===== config.mk =====
export PLATFORM = sky130hd
export DESIGN_NAME = maze_pose_tracker
export DESIGN_NICKNAME = d
export VERILOG_FILES = /design/src/rtl/maze_pkg.sv /design/src/rtl/maze_step_calc.sv /design/src/rtl/maze_pose_tracker.sv
export SDC_FILE = /design/constraint.sdc
export NUM_CORES = 1
export LEC_CHECK = 0
export ABC_AREA = 0
export BUFFER_PORTS_ARGS = -buffer_cell sky130_fd_sc_hd__buf_2
export CAP_MARGIN = 5
export CORE_ASPECT_RATIO = 1.4
export CORE_MARGIN = 2
export CORE_UTILIZATION = 61
export DETAILED_ROUTE_END_ITERATION = 7
export PLACE_DENSITY = 0.86
export SETUP_SLACK_MARGIN = 0.05
export SLEW_MARGIN = 20
export SYNTH_ARGS = -nofsm -noshare
export SYNTH_HDL_FRONTEND = slang
export SYNTH_HIERARCHICAL = 1
export SYNTH_SLANG_ARGS = --single-unit

===== constraint.sdc =====
create_clock -name clk -period 5.9 [get_ports clk]
set_clock_uncertainty 0.05 [all_clocks]
set_input_delay 0.295 -clock clk [delete_from_list [all_inputs] [get_ports clk]]
set_output_delay 0.295 -clock clk [all_outputs]
set_load 0.03 [all_outputs]

===== src/rtl/maze_pkg.sv =====
// Shared move codes, heading encoding and tracker state for the maze pose tracker.
package maze_pkg;

    localparam logic [2:0] MV_STOP  = 3'd0;
    localparam logic [2:0] MV_FWD   = 3'd1;
    localparam logic [2:0] MV_LEFT  = 3'd2;
    localparam logic [2:0] MV_RIGHT = 3'd3;
    localparam logic [2:0] MV_UTURN = 3'd4;

    typedef logic [1:0] heading_t;

    localparam heading_t HD_N = 2'd0;
    localparam heading_t HD_E = 2'd1;
    localparam heading_t HD_S = 2'd2;
    localparam heading_t HD_W = 2'd3;

    typedef enum logic [1:0] {
        ST_TRACK = 2'd0,
        ST_DONE  = 2'd1,
        ST_ERROR = 2'd2
    } state_t;

    // Heading rotation relies on natural 2-bit wrap.
    function automatic heading_t rotate(input heading_t h, input logic [1:0] delta);
        return heading_t'(h + delta);
    endfunction

endpackage


===== src/rtl/maze_step_calc.sv =====
// Combinational next-cell calculation for one FORWARD step, with off-grid detection.
module maze_step_calc
    import maze_pkg::*;
(
    input  logic [3:0] row_i,
    input  logic [3:0] col_i,
    input  logic [1:0] heading_i,
    input  logic [4:0] rows_i,
    input  logic [4:0] cols_i,
    output logic [3:0] next_row_o,
    output logic [3:0] next_col_o,
    output logic       off_grid_o
);

    logic last_row_s;
    logic last_col_s;

    assign last_row_s = ({1'b0, row_i} == (rows_i - 5'd1));
    assign last_col_s = ({1'b0, col_i} == (cols_i - 5'd1));

    // Move one cell along the heading unless that would leave the grid.
    always_comb begin
        next_row_o = row_i;
        next_col_o = col_i;
        off_grid_o = 1'b0;
        case (heading_i)
            HD_N: begin
                if (row_i == 4'd0) begin
                    off_grid_o = 1'b1;
                end else begin
                    next_row_o = row_i - 4'd1;
                end
            end
            HD_S: begin
                if (last_row_s) begin
                    off_grid_o = 1'b1;
                end else begin
                    next_row_o = row_i + 4'd1;
                end
            end
            HD_E: begin
                if (last_col_s) begin
                    off_grid_o = 1'b1;
                end else begin
                    next_col_o = col_i + 4'd1;
                end
            end
            HD_W: begin
                if (col_i == 4'd0) begin
                    off_grid_o = 1'b1;
                end else begin
                    next_col_o = col_i - 4'd1;
                end
            end
            default: begin
                off_grid_o = 1'b1;
            end
        endcase
    end

endmodule


===== src/rtl/maze_pose_tracker.sv =====
// Dead-reckoning pose tracker for the maze explorer command stream.
// Optional pose trace outputs are enabled by defining MAZE_TRACE_EN.
module maze_pose_tracker
    import maze_pkg::*;
#(
    parameter int ROWS       = 9,
    parameter int COLS       = 9,
    parameter int START_ROW  = 4,
    parameter int START_COL  = 0,
    parameter int START_HEAD = 1,
    parameter int EXIT_ROW   = 4,
    parameter int EXIT_COL   = 8,
    parameter int STEP_W     = 8,
    parameter int DE_W       = 4
) (
    input  logic              clk,
    input  logic              rst_n,
    input  logic [2:0]        move,
    input  logic              move_valid,
    output logic [3:0]        row,
    output logic [3:0]        col,
    output logic [1:0]        heading,
    output logic [STEP_W-1:0] step_count,
    output logic [DE_W-1:0]   deadend_count,
    output logic              at_exit,
    output logic              off_grid_err,
`ifdef MAZE_TRACE_EN
    output logic              trace_valid,
    output logic [3:0]        trace_row,
    output logic [3:0]        trace_col,
    output logic [1:0]        trace_head,
`endif
    output logic              bad_cmd
);

    localparam logic [3:0] START_ROW_L  = 4'(START_ROW);
    localparam logic [3:0] START_COL_L  = 4'(START_COL);
    localparam heading_t   START_HEAD_L = heading_t'(START_HEAD);
    localparam logic [3:0] EXIT_ROW_L   = 4'(EXIT_ROW);
    localparam logic [3:0] EXIT_COL_L   = 4'(EXIT_COL);
    localparam logic [4:0] ROWS_L       = 5'(ROWS);
    localparam logic [4:0] COLS_L       = 5'(COLS);
    localparam logic [STEP_W-1:0] STEP_ONE = {{(STEP_W-1){1'b0}}, 1'b1};
    localparam logic [DE_W-1:0]   DE_ONE   = {{(DE_W-1){1'b0}}, 1'b1};

    state_t            state_q, state_d;
    logic [3:0]        row_q, row_d;
    logic [3:0]        col_q, col_d;
    heading_t          head_q, head_d;
    logic [STEP_W-1:0] step_q, step_d;
    logic [DE_W-1:0]   de_q, de_d;
    logic              at_exit_q, at_exit_d;
    logic              off_q, off_d;
    logic              bad_q, bad_d;
    logic              accepted_s;

    logic [3:0] next_row_s;
    logic [3:0] next_col_s;
    logic       off_grid_s;

    maze_step_calc u_step_calc (
        .row_i      (row_q),
        .col_i      (col_q),
        .heading_i  (head_q),
        .rows_i     (ROWS_L),
        .cols_i     (COLS_L),
        .next_row_o (next_row_s),
        .next_col_o (next_col_s),
        .off_grid_o (off_grid_s)
    );

    // Next-state decode; commands only act while tracking.
    always_comb begin
        state_d    = state_q;
        row_d      = row_q;
        col_d      = col_q;
        head_d     = head_q;
        step_d     = step_q;
        de_d       = de_q;
        at_exit_d  = at_exit_q;
        off_d      = off_q;
        bad_d      = 1'b0;
        accepted_s = 1'b0;
        if ((state_q == ST_TRACK) && move_valid) begin
            case (move)
                MV_STOP: begin
                    accepted_s = 1'b0;
                end
                MV_FWD: begin
                    if (off_grid_s) begin
                        state_d = ST_ERROR;
                        off_d   = 1'b1;
                    end else begin
                        accepted_s = 1'b1;
                        row_d      = next_row_s;
                        col_d      = next_col_s;
                        step_d     = (&step_q) ? step_q : step_q + STEP_ONE;
                        if ((next_row_s == EXIT_ROW_L) && (next_col_s == EXIT_COL_L)) begin
                            state_d   = ST_DONE;
                            at_exit_d = 1'b1;
                        end else begin
                            state_d = ST_TRACK;
                        end
                    end
                end
                MV_LEFT: begin
                    accepted_s = 1'b1;
                    head_d     = rotate(head_q, 2'd3);
                end
                MV_RIGHT: begin
                    accepted_s = 1'b1;
                    head_d     = rotate(head_q, 2'd1);
                end
                MV_UTURN: begin
                    accepted_s = 1'b1;
                    head_d     = rotate(head_q, 2'd2);
                    de_d       = (&de_q) ? de_q : de_q + DE_ONE;
                end
                default: begin
                    bad_d = 1'b1;
                end
            endcase
        end else begin
            accepted_s = 1'b0;
        end
    end

    // State and output registers.
    always_ff @(posedge clk or negedge rst_n) begin
        if (!rst_n) begin
            state_q   <= ST_TRACK;
            row_q     <= START_ROW_L;
            col_q     <= START_COL_L;
            head_q    <= START_HEAD_L;
            step_q    <= '0;
            de_q      <= '0;
            at_exit_q <= 1'b0;
            off_q     <= 1'b0;
            bad_q     <= 1'b0;
        end else begin
            state_q   <= state_d;
            row_q     <= row_d;
            col_q     <= col_d;
            head_q    <= head_d;
            step_q    <= step_d;
            de_q      <= de_d;
            at_exit_q <= at_exit_d;
            off_q     <= off_d;
            bad_q     <= bad_d;
        end
    end

`ifdef MAZE_TRACE_EN
    logic       trace_valid_q;
    logic [3:0] trace_row_q;
    logic [3:0] trace_col_q;
    heading_t   trace_head_q;

    // Trace registers capture the new pose alongside each accepted motion command.
    always_ff @(posedge clk or negedge rst_n) begin
        if (!rst_n) begin
            trace_valid_q <= 1'b0;
            trace_row_q   <= START_ROW_L;
            trace_col_q   <= START_COL_L;
            trace_head_q  <= START_HEAD_L;
        end else begin
            trace_valid_q <= accepted_s;
            if (accepted_s) begin
                trace_row_q  <= row_d;
                trace_col_q  <= col_d;
                trace_head_q <= head_d;
            end
        end
    end

    assign trace_valid = trace_valid_q;
    assign trace_row   = trace_row_q;
    assign trace_col   = trace_col_q;
    assign trace_head  = trace_head_q;
`endif

    assign row           = row_q;
    assign col           = col_q;
    assign heading       = head_q;
    assign step_count    = step_q;
    assign deadend_count = de_q;
    assign at_exit       = at_exit_q;
    assign off_grid_err  = off_q;
    assign bad_cmd       = bad_q;

endmodule


==> flow_metrics.env, run 1 <==
export IMPL_ys_ff_latch=27
export IMPL_fmax_ghz=0.3213
export IMPL_hold_viol=0
export IMPL_synth_top_cell_by_area="dfrtp_1"
export IMPL_ctsRootBufferMaster="clkbuf_8"
export IMPL_tns_ps=0
export IMPL_synth_cell_types=47
export IMPL_antenna_found_initial=0
export IMPL_synth_top_cell_area_share_pct=31.63
export IMPL_vias=1627
export IMPL_synth_common_cells="dfrtp_1, nand2_1, xor2_1"
export IMPL_synth_most_common_cell="dfrtp_1"
export IMPL_placementRows=24
export IMPL_critPathKind="flop to flop"
export IMPL_reg2reg_slack_ps=2790
export IMPL_wire_per_inst_um=11.83
export IMPL_min_period_ps=3113
export IMPL_dpl_hpwl_um=2776
export IMPL_grt_max_degree=28
export IMPL_rsz0062_at_grt="no"
export IMPL_antenna_cells=0
export IMPL_grt_total_usage_pct=21.76
export IMPL_finalNonFillerCells=309
export IMPL_placed_cells=304
export IMPL_slew_headroom_pct=56.79
export IMPL_highest_layer="met4"
export IMPL_synth_edf_count=0
export IMPL_syn_inst=208
export IMPL_synth_avg_cell_area_sq_um=9.510
export IMPL_grt_pass1_vias=1479
export IMPL_firstDrtPassIters=4
export IMPL_syn_area_sq_um=1978
export IMPL_clk_latency_ps=270
export IMPL_h_tree_depth=1
export IMPL_die_h_um=71.38
export IMPL_drv_cap=0
export IMPL_yosysSeqAreaShare_pct=34.28
export IMPL_antenna_left=0
export IMPL_hp_class="input pin to flop"
export IMPL_power_density_nw_per_um2=416.5
export IMPL_wl_um=3655
export IMPL_portBuffers=30
export IMPL_nets=285
export IMPL_leakagePower_nw=1.165
export IMPL_fp_dieArea_sq_um=3721
export IMPL_end_kind="flop"
export IMPL_area_delta_synth_final_pct=16.57
export IMPL_cts_setup_buffers=0
export IMPL_clkSinkCount=27
export IMPL_grt_ovfl_total=0
export IMPL_drt_met1_wl_um=1563
export IMPL_drv_slew=0
export IMPL_drc=0
export IMPL_postSynth_asyncResetShare_pct=100.0
export IMPL_cts_resized=0
export IMPL_gp_congestion=0.8798
export IMPL_grt_pass1_wl_um=6230
export IMPL_drtIter0Drc=47
export IMPL_startpoint_type="flop"
export IMPL_synthTopCellsByArea="dfrtp_1, xor2_1, mux2_2"
export IMPL_tightest_slew_ps=646.7
export IMPL_hold_depth=3
export IMPL_start_util_pct=63.96
export IMPL_drive_above_1_share_pct=20.00
export IMPL_period_share_pct=52.76
export IMPL_ios=31
export IMPL_timing_hold_ws_ps=224.6
export IMPL_cts_buffers=3
export IMPL_ys_flop_type="dfrtp_1"
export IMPL_clockBufferDepth=2
export IMPL_dr_wl_met3_um=94
export IMPL_status="completed"
export IMPL_drt_vias_per_instance=5.265
export IMPL_cp_max_fo=16
export IMPL_max_vdd_ir_drop_v=0.0003601
export IMPL_reg2regPathDepth=7
export IMPL_fill_cells=236
export IMPL_clk_pin_slew_ps=80
export IMPL_cp_data_required_time_ps=6010
export IMPL_die_width_um=52.13
export IMPL_cp_arrival_ps=3220
export IMPL_yosys_warnings=6
export IMPL_tritoncts="yes"
export IMPL_setup_viol=0
export IMPL_coreArea_sq_um=3093
export IMPL_met2_length_um=1954
metal layers:
layer	vias up	GRT usage, %
met3	4	1.458
met2	33	38.68
li1	834	-
met1	756	26.73
met4	0	9.117
met5	-	0
logic make-up (layout without fill, tap and decap cells):
group,count (synthesis),after routing,synth area share (%)
buffers and inverters,19,46,4.997
XOR/XNOR,26,26,11.51
multiplexers,15,15,8.918
AND/OR/NAND/NOR,85,85,25.24
adder cells (fa/ha/maj),8,8,5.060
flip-flops,27,27,34.28
other,2,37,0.3796
AO/OA/AOI/OAI,26,26,9.614
final cells by class:
type | instances | area, sq um | share of cell area [%]
Sequential cell | 27 | 678.2 | 29.41
Clock buffer | 4 | 45.04 | 1.953
Timing Repair Buffer | 31 | 160.2 | 6.945
Inverter | 11 | 41.29 | 1.791
Multi-Input combinational cell | 197 | 1333 | 57.79
Tap cell | 39 | 48.80 | 2.116
cell usage in the layout, fill, tap and decap left out, types with 2 or more instances in the layout:
cell	netlist	final
a21o_1	2	2
a21oi_1	9	9
a31oi_1	3	3
and4_1	2	2
buf_2	0	30
clkbuf_8	0	3
conb_1	2	37
dfrtp_1	25	25
dfstp_2	2	2
ha_1	8	8
inv_1	11	11
mux2_2	11	11
mux2i_1	3	3
nand2_1	15	15
nand2b_1	4	4
nand3_1	8	8
nand3b_1	3	3
nand4_1	3	3
nand4b_1	2	2
nor2_1	13	13
nor2b_1	2	2
nor3_1	10	10
nor3b_1	6	6
nor4_1	2	2
nor4b_1	4	4
o211ai_1	3	3
o22ai_1	2	2
or3_1	4	4
xnor2_1	11	11
xor2_1	15	15
final timing paths:
kind / start / to
worst max-delay path: col[2]$_DFFE_PN0P_ / step_count[1]$_DFFE_PN0P_
worst min-delay path: move[2] / bad_cmd$_DFF_PN0_
worst max register to register: col[2]$_DFFE_PN0P_ / step_count[1]$_DFFE_PN0P_
worst min register to register: off_grid_err$_DFFE_PN0P_ / off_grid_err$_DFFE_PN0P_
max in group asynchronous: rst_n / row[2]$_DFFE_PN1P_
min in group asynchronous: rst_n / step_count[3]$_DFFE_PN0P_
registers in the layout, indices dropped and copies added (netlist names):
register and flops:
at_exit 1, bad_cmd 1, col 4, deadend_count 4, heading 2, off_grid_err 1
row 4, state_q 2, step_count 8
worst max-delay path: stages (launching register included):
cell and delay, ps:
dfrtp_1 570, xor2_1 180, nor3_1 70, o311a_4 340
mux4_2 500, or3_1 650, nor2_1 280, mux2_2 350
power by group:
part           total, mW  switching, mW  leakage [nW]  internal (mW)
logic              0.508          0.296         0.793          0.212
clock network      0.100         0.0518        0.0228         0.0483
registers          0.352          0.110         0.349          0.243
timing repair:
action                     4_1_cts  5_1_grt
hold buffers                     1        0
hold endpoints to repair        25        0
setup endpoints to repair        0        0
through the flow:
stage               worst slack, ps  cell area (sq um)  utilization [%]  total power [mW]
floorplan                      2917               2110                -            0.7434
global placement               2867               2251            72.78            0.8510
detailed placement             2803               2251            72.78            0.8580
CTS                            2782               2306            74.56            0.9633
global route                   2621               2306            74.56             1.030
finish                         2787               2306            74.56            0.9604
No activity file was read; power rests on OpenSTA's default activity.
==> run 2: changes to the inputs <==
CORE_UTILIZATION = 57   (was 61)
PLACE_DENSITY = 0.81   (was 0.86)
clock period = 3.2 ns   (was 5.9 ns; I/O delays follow)
==> run 2 against run 1 <==
Net effect: count of clock-buffer cells in the layout down 1; sequential share of layout area down 0.50 points; first-iteration DRC count down 30%; largest cell class unchanged.
==> flow_metrics.env, run 2 (synthesis gave the netlist of run 1 again) <==
export IMPL_die_h_um=73.71
export IMPL_drtIter0Drc=33
export IMPL_crit_path_max_incr_delay_ps=630
export IMPL_vias=1670
export IMPL_fp_dieArea_sq_um=3965
export IMPL_final_common_cell="conb_1"
export IMPL_end_kind="flop"
export IMPL_nets=290
export IMPL_max_vdd_ir_drop_v=0.0006410
export IMPL_rsz0062_at_grt="no"
export IMPL_antenna_left=0
export IMPL_cp_max_fo=12
export IMPL_period_share_pct=91.47
export IMPL_timing_rr_start="row[2]$_DFFE_PN1P_"
export IMPL_tns_ps=0
export IMPL_clk_latency_ps=270
export IMPL_grt_total_usage_pct=22.61
export IMPL_cp_slowest_cell="dfstp_2"
export IMPL_ctsRootBufferMaster="clkbuf_8"
export IMPL_clk_pin_slew_ps=90
export IMPL_register_area_sq_um=678.2
export IMPL_p_clk_share_pct=10.3
export IMPL_setup_viol=0
export IMPL_clockBufferDepth=2
export IMPL_startpoint_type="flop"
export IMPL_start_util_pct=59.10
export IMPL_h_tree_depth=1
export IMPL_cp_arrival_ps=3080
export IMPL_p_sw_share_pct=47.59
export IMPL_die_width_um=53.79
export IMPL_wire_per_inst_um=12.87
export IMPL_hp_class="input pin to flop"
export IMPL_portBuffers=30
export IMPL_wl_um=4053
export IMPL_hold_viol=0
export IMPL_drive_above_1_share_pct=21.82
export IMPL_cp_data_required_time_ps=3350
export IMPL_tightest_slew_ps=564.9
export IMPL_final_cell_mix="conb_1, buf_2, dfrtp_1"
export IMPL_worstHoldStart="move[2]"
export IMPL_cts_buffers=3
export IMPL_slew_headroom_pct=62.34
export IMPL_p_comb_share_pct=57.0
export IMPL_largest_reg_flops=8
export IMPL_stdcell_area_sq_um=2346
export IMPL_drv_slew=0
export IMPL_grt_max_degree=28
export IMPL_clkSinkCount=27
export IMPL_fill_cells=262
export IMPL_crit_chain="nor3_1 > o311a_1 > mux4_2 > or3_1 > nor4_1 > xor2_1"
export IMPL_grt_pass1_wl_um=6679
export IMPL_ios=31
export IMPL_drt_vias_per_instance=5.302
export IMPL_firstDrtPassIters=4
export IMPL_tritoncts="yes"
export IMPL_antenna_found_initial=0
export IMPL_path_delay_family="simple AND/OR/NAND/NOR gates"
export IMPL_status="completed"
export IMPL_power_density_nw_per_um2=782.4
export IMPL_min_period_ps=2927
export IMPL_dpl_hpwl_um=3016
export IMPL_drc=0
export IMPL_path_buf_inv=0
export IMPL_postPlaceCellArea_sq_um=2290
export IMPL_coreArea_sq_um=3347
export IMPL_area_delta_synth_final_pct=18.60
export IMPL_fmax_ghz=0.3416
export IMPL_power_switching_mw=0.8734
export IMPL_drv_cap=0
export IMPL_critPathKind="flop to flop"
export IMPL_multiInputGateArea_sq_um=1333
export IMPL_leakagePower_nw=1.192
export IMPL_seqPwrFrac_pct=32.7
export IMPL_critical_path_startpoint="row[2]$_DFFE_PN1P_"
export IMPL_cts_resized=0
export IMPL_gp_congestion=0.8359
export IMPL_grt_pass1_vias=1591
export IMPL_internal_power_mw=0.9620
export IMPL_antenna_cells=0
export IMPL_grt_ovfl_total=0
export IMPL_placementRows=25
[run 2: area by class of cell]
class,count,area share [%]
Tap cell,40,2.133
Timing Repair Buffer,36,8.427
Clock buffer,3,1.760
Clock inverter,1,0.2133
Sequential cell,27,28.91
Multi-Input combinational cell,197,56.80
Inverter,11,1.760
[run 2: worst paths after layout]
kind                                           endpoint  slack [ps]  cells after the start
setup / recovery              step_count[5]$_DFFE_PN0P_         270                      6
hold / removal                        bad_cmd$_DFF_PN0_         100                      3
setup reg to reg              step_count[5]$_DFFE_PN0P_         270                      6
hold reg to reg                off_grid_err$_DFFE_PN0P_         430                      1
max in group asynchronous            row[2]$_DFFE_PN1P_        2360                      2
min in group asynchronous  deadend_count[1]$_DFFE_PN0P_         360                      2
[run 2: power by group through the flow]
stage                     sequential (mW)  combinational, mW  clock, mW
final                               0.599               1.05      0.189
after CTS                           0.598               1.05      0.195
after floorplan                     0.750              0.620          0
after global routing                0.619               1.14      0.202
after global placement              0.598               1.02          0
after detailed placement            0.603               1.04          0
[run 2: repair_timing]
item,CTS,global route
buffers inserted,0,0
hold buffers,1,0
hold endpoints to repair,25,0
[run 2: worst min-delay path: stages]
cell	delay (ps)
buf_2	130
nand2_1	60
nor2_1	40
[run 2: layer usage]
metal | share of wire [%] | GRT usage (%)
met4 | 2.0 | 9.402
met2 | 56 | 41.60
met1 | 40 | 26.09
met3 | 1.9 | 1.220
met5 | 0 | 0
[run 2: through the flow]
step / hold slack (ps) / std cells / power [mW] / setup slack (ps) / util (%)
after floorplan: -185.6 / 243 / 1.371 / 216.6 / -
after global placement: 134.9 / 310 / 1.618 / 406.4 / 68.41
after detailed placement: 135.5 / 310 / 1.643 / 350.7 / 68.41
after CTS: 90.30 / 315 / 1.841 / 267.3 / 70.09
after global routing: 124.6 / 315 / 1.965 / 178.2 / 70.09
final: 100.8 / 315 / 1.835 / 272.8 / 70.09
==> run 3: changes to the inputs <==
RECOVER_POWER = 50   (was default)
==> run 3 against run 2 <==
Net effect: combinational power about the same; design area down 0.69%; cell count is the same; worst hold slack got worse by 3.0 ps; non-clock buffer count is the same; worst setup slack lost 2.7 ps.
==> flow_metrics.env, run 3 (synthesis gave the netlist of run 1 again) <==
export IMPL_final_common_cell="conb_1"
export IMPL_grt_ovfl_total=0
export IMPL_rsz0062_at_grt="no"
export IMPL_ctsRootBufferMaster="clkbuf_8"
export IMPL_portBuffers=30
export IMPL_grt_total_usage_pct=22.61
export IMPL_power_switching_mw=0.8735
export IMPL_clockBufferDepth=2
export IMPL_status="completed"
export IMPL_setup_viol=0
export IMPL_tritoncts="yes"
export IMPL_placementRows=25
export IMPL_fp_dieArea_sq_um=3965
export IMPL_tightest_slew_ps=1359
export IMPL_slew_headroom_pct=9.406
export IMPL_coreArea_sq_um=3347
export IMPL_leakagePower_nw=1.145
export IMPL_antenna_found_initial=0
export IMPL_min_period_ps=2930
export IMPL_antenna_left=0
export IMPL_tns_ps=0
export IMPL_crit_end="step_count[5]$_DFFE_PN0P_"
export IMPL_cp_max_fo=12
export IMPL_final_cell_mix="conb_1, dfrtp_1, buf_2"
export IMPL_hp_class="input pin to flop"
export IMPL_area_delta_synth_final_pct=17.77
export IMPL_wl_um=4037
export IMPL_antenna_cells=0
export IMPL_drt_vias_per_instance=5.298
export IMPL_drv_slew=0
export IMPL_die_h_um=73.71
export IMPL_reg2reg_to="step_count[5]$_DFFE_PN0P_"
export IMPL_vias=1669
export IMPL_p_sw_share_pct=47.93
export IMPL_ios=31
export IMPL_nets=290
export IMPL_firstDrtPassIters=4
export IMPL_drive_above_1_share_pct=17.09
export IMPL_fmax_ghz=0.3413
export IMPL_clk_pin_slew_ps=90
export IMPL_internal_power_mw=0.9490
export IMPL_reg2regPathDepth=6
export IMPL_start_util_pct=59.10
export IMPL_critical_path_startpoint="row[2]$_DFFE_PN1P_"
export IMPL_reg2reg_slack_ps=270
export IMPL_drv_cap=0
export IMPL_cp_arrival_ps=3080
export IMPL_largest_reg_flops=8
export IMPL_gp_congestion=0.8359
export IMPL_drtIter0Drc=28
export IMPL_cts_resized=0
export IMPL_power_density_nw_per_um2=782.3
export IMPL_period_share_pct=91.56
export IMPL_h_tree_depth=1
export IMPL_end_kind="flop"
export IMPL_p_comb_share_pct=56.7
export IMPL_timing_rr_start="row[2]$_DFFE_PN1P_"
export IMPL_wire_per_inst_um=12.82
export IMPL_p_clk_share_pct=10.4
export IMPL_cp_data_required_time_ps=3350
export IMPL_cts_buffers=3
export IMPL_grt_max_degree=28
export IMPL_power_mw=1.823
export IMPL_hold_depth=3
export IMPL_startpoint_type="flop"
export IMPL_critPathKind="flop to flop"
export IMPL_timing_hold_ws_ps=97.76
export IMPL_hold_viol=0
export IMPL_clk_latency_ps=270
export IMPL_max_vdd_ir_drop_v=0.0006333
export IMPL_drc=0
export IMPL_seqPwrFrac_pct=32.9
export IMPL_die_width_um=53.79
export IMPL_dpl_hpwl_um=3016
export IMPL_clkSinkCount=27
export IMPL_grt_pass1_vias=1591
export IMPL_grt_pass1_wl_um=6679
run 3: how the worst min path moves through the flow:
stage	start	endpoint	slack (ps)
final	move[2]	bad_cmd$_DFF_PN0_	100
after global routing	move[2]	bad_cmd$_DFF_PN0_	120
after CTS	move[2]	bad_cmd$_DFF_PN0_	90
after detailed placement	rst_n	deadend_count[1]$_DFFE_PN0P_	140
after global placement	rst_n	deadend_count[1]$_DFFE_PN0P_	130
after floorplan	rst_n	at_exit$_DFFE_PN0P_	-190
run 3: area by class of cell:
class                      count  area (sq um)
clock buffer                   3         41.29
multi-input combinational    197          1333
clock inverter                 1         5.005
timing repair buffer          36         181.4
inverter                      11         41.29
tap                           40         50.05
fill                         272          1017
sequential                    27         678.2
run 3: timing repair:
action,4_1_cts,5_1_grt
endpoints found under the setup margin,0,0
buffers inserted,0,0
hold endpoints to repair,25,0
hold buffers,1,0
run 3: per-layer routing:
metal | routed length, um | up-vias | GRT usage, %
li1 | - | 836 | -
met1 | 1600 | 800 | 26.09
met2 | 2285 | 26 | 41.60
met3 | 71 | 7 | 1.220
met4 | 80 | 0 | 9.402
met5 | 0 | - | 0
run 3: through the flow:
| stage | util [%] | area (sq um) | setup slack, ps | std cells |
|---|---|---|---|---|
| final | 69.61 | 2330 | 270.1 | 315 |
| after global routing | 69.61 | 2330 | 178.2 | 315 |
| after CTS | 70.09 | 2346 | 267.3 | 315 |
| after detailed placement | 68.41 | 2290 | 350.7 | 310 |
| after global placement | 68.41 | 2290 | 406.4 | 310 |
| after floorplan | - | 2110 | 216.6 | 243 |
run 3: power by group through the flow:
stage / Clock [mW] / Combinational [mW] / Sequential (mW)
final: 0.189 / 1.03 / 0.600
after global routing: 0.202 / 1.13 / 0.621
after CTS: 0.195 / 1.05 / 0.598
after detailed placement: 0 / 1.04 / 0.603
after global placement: 0 / 1.02 / 0.598
after floorplan: 0 / 0.620 / 0.750
run 3: worst max-delay path, stage by stage (launching register included):
cell	delay, ps
dfstp_2	630
nor3_1	80
o311a_1	360
mux4_2	540
or3_1	540
nor4_1	460
xor2_1	180
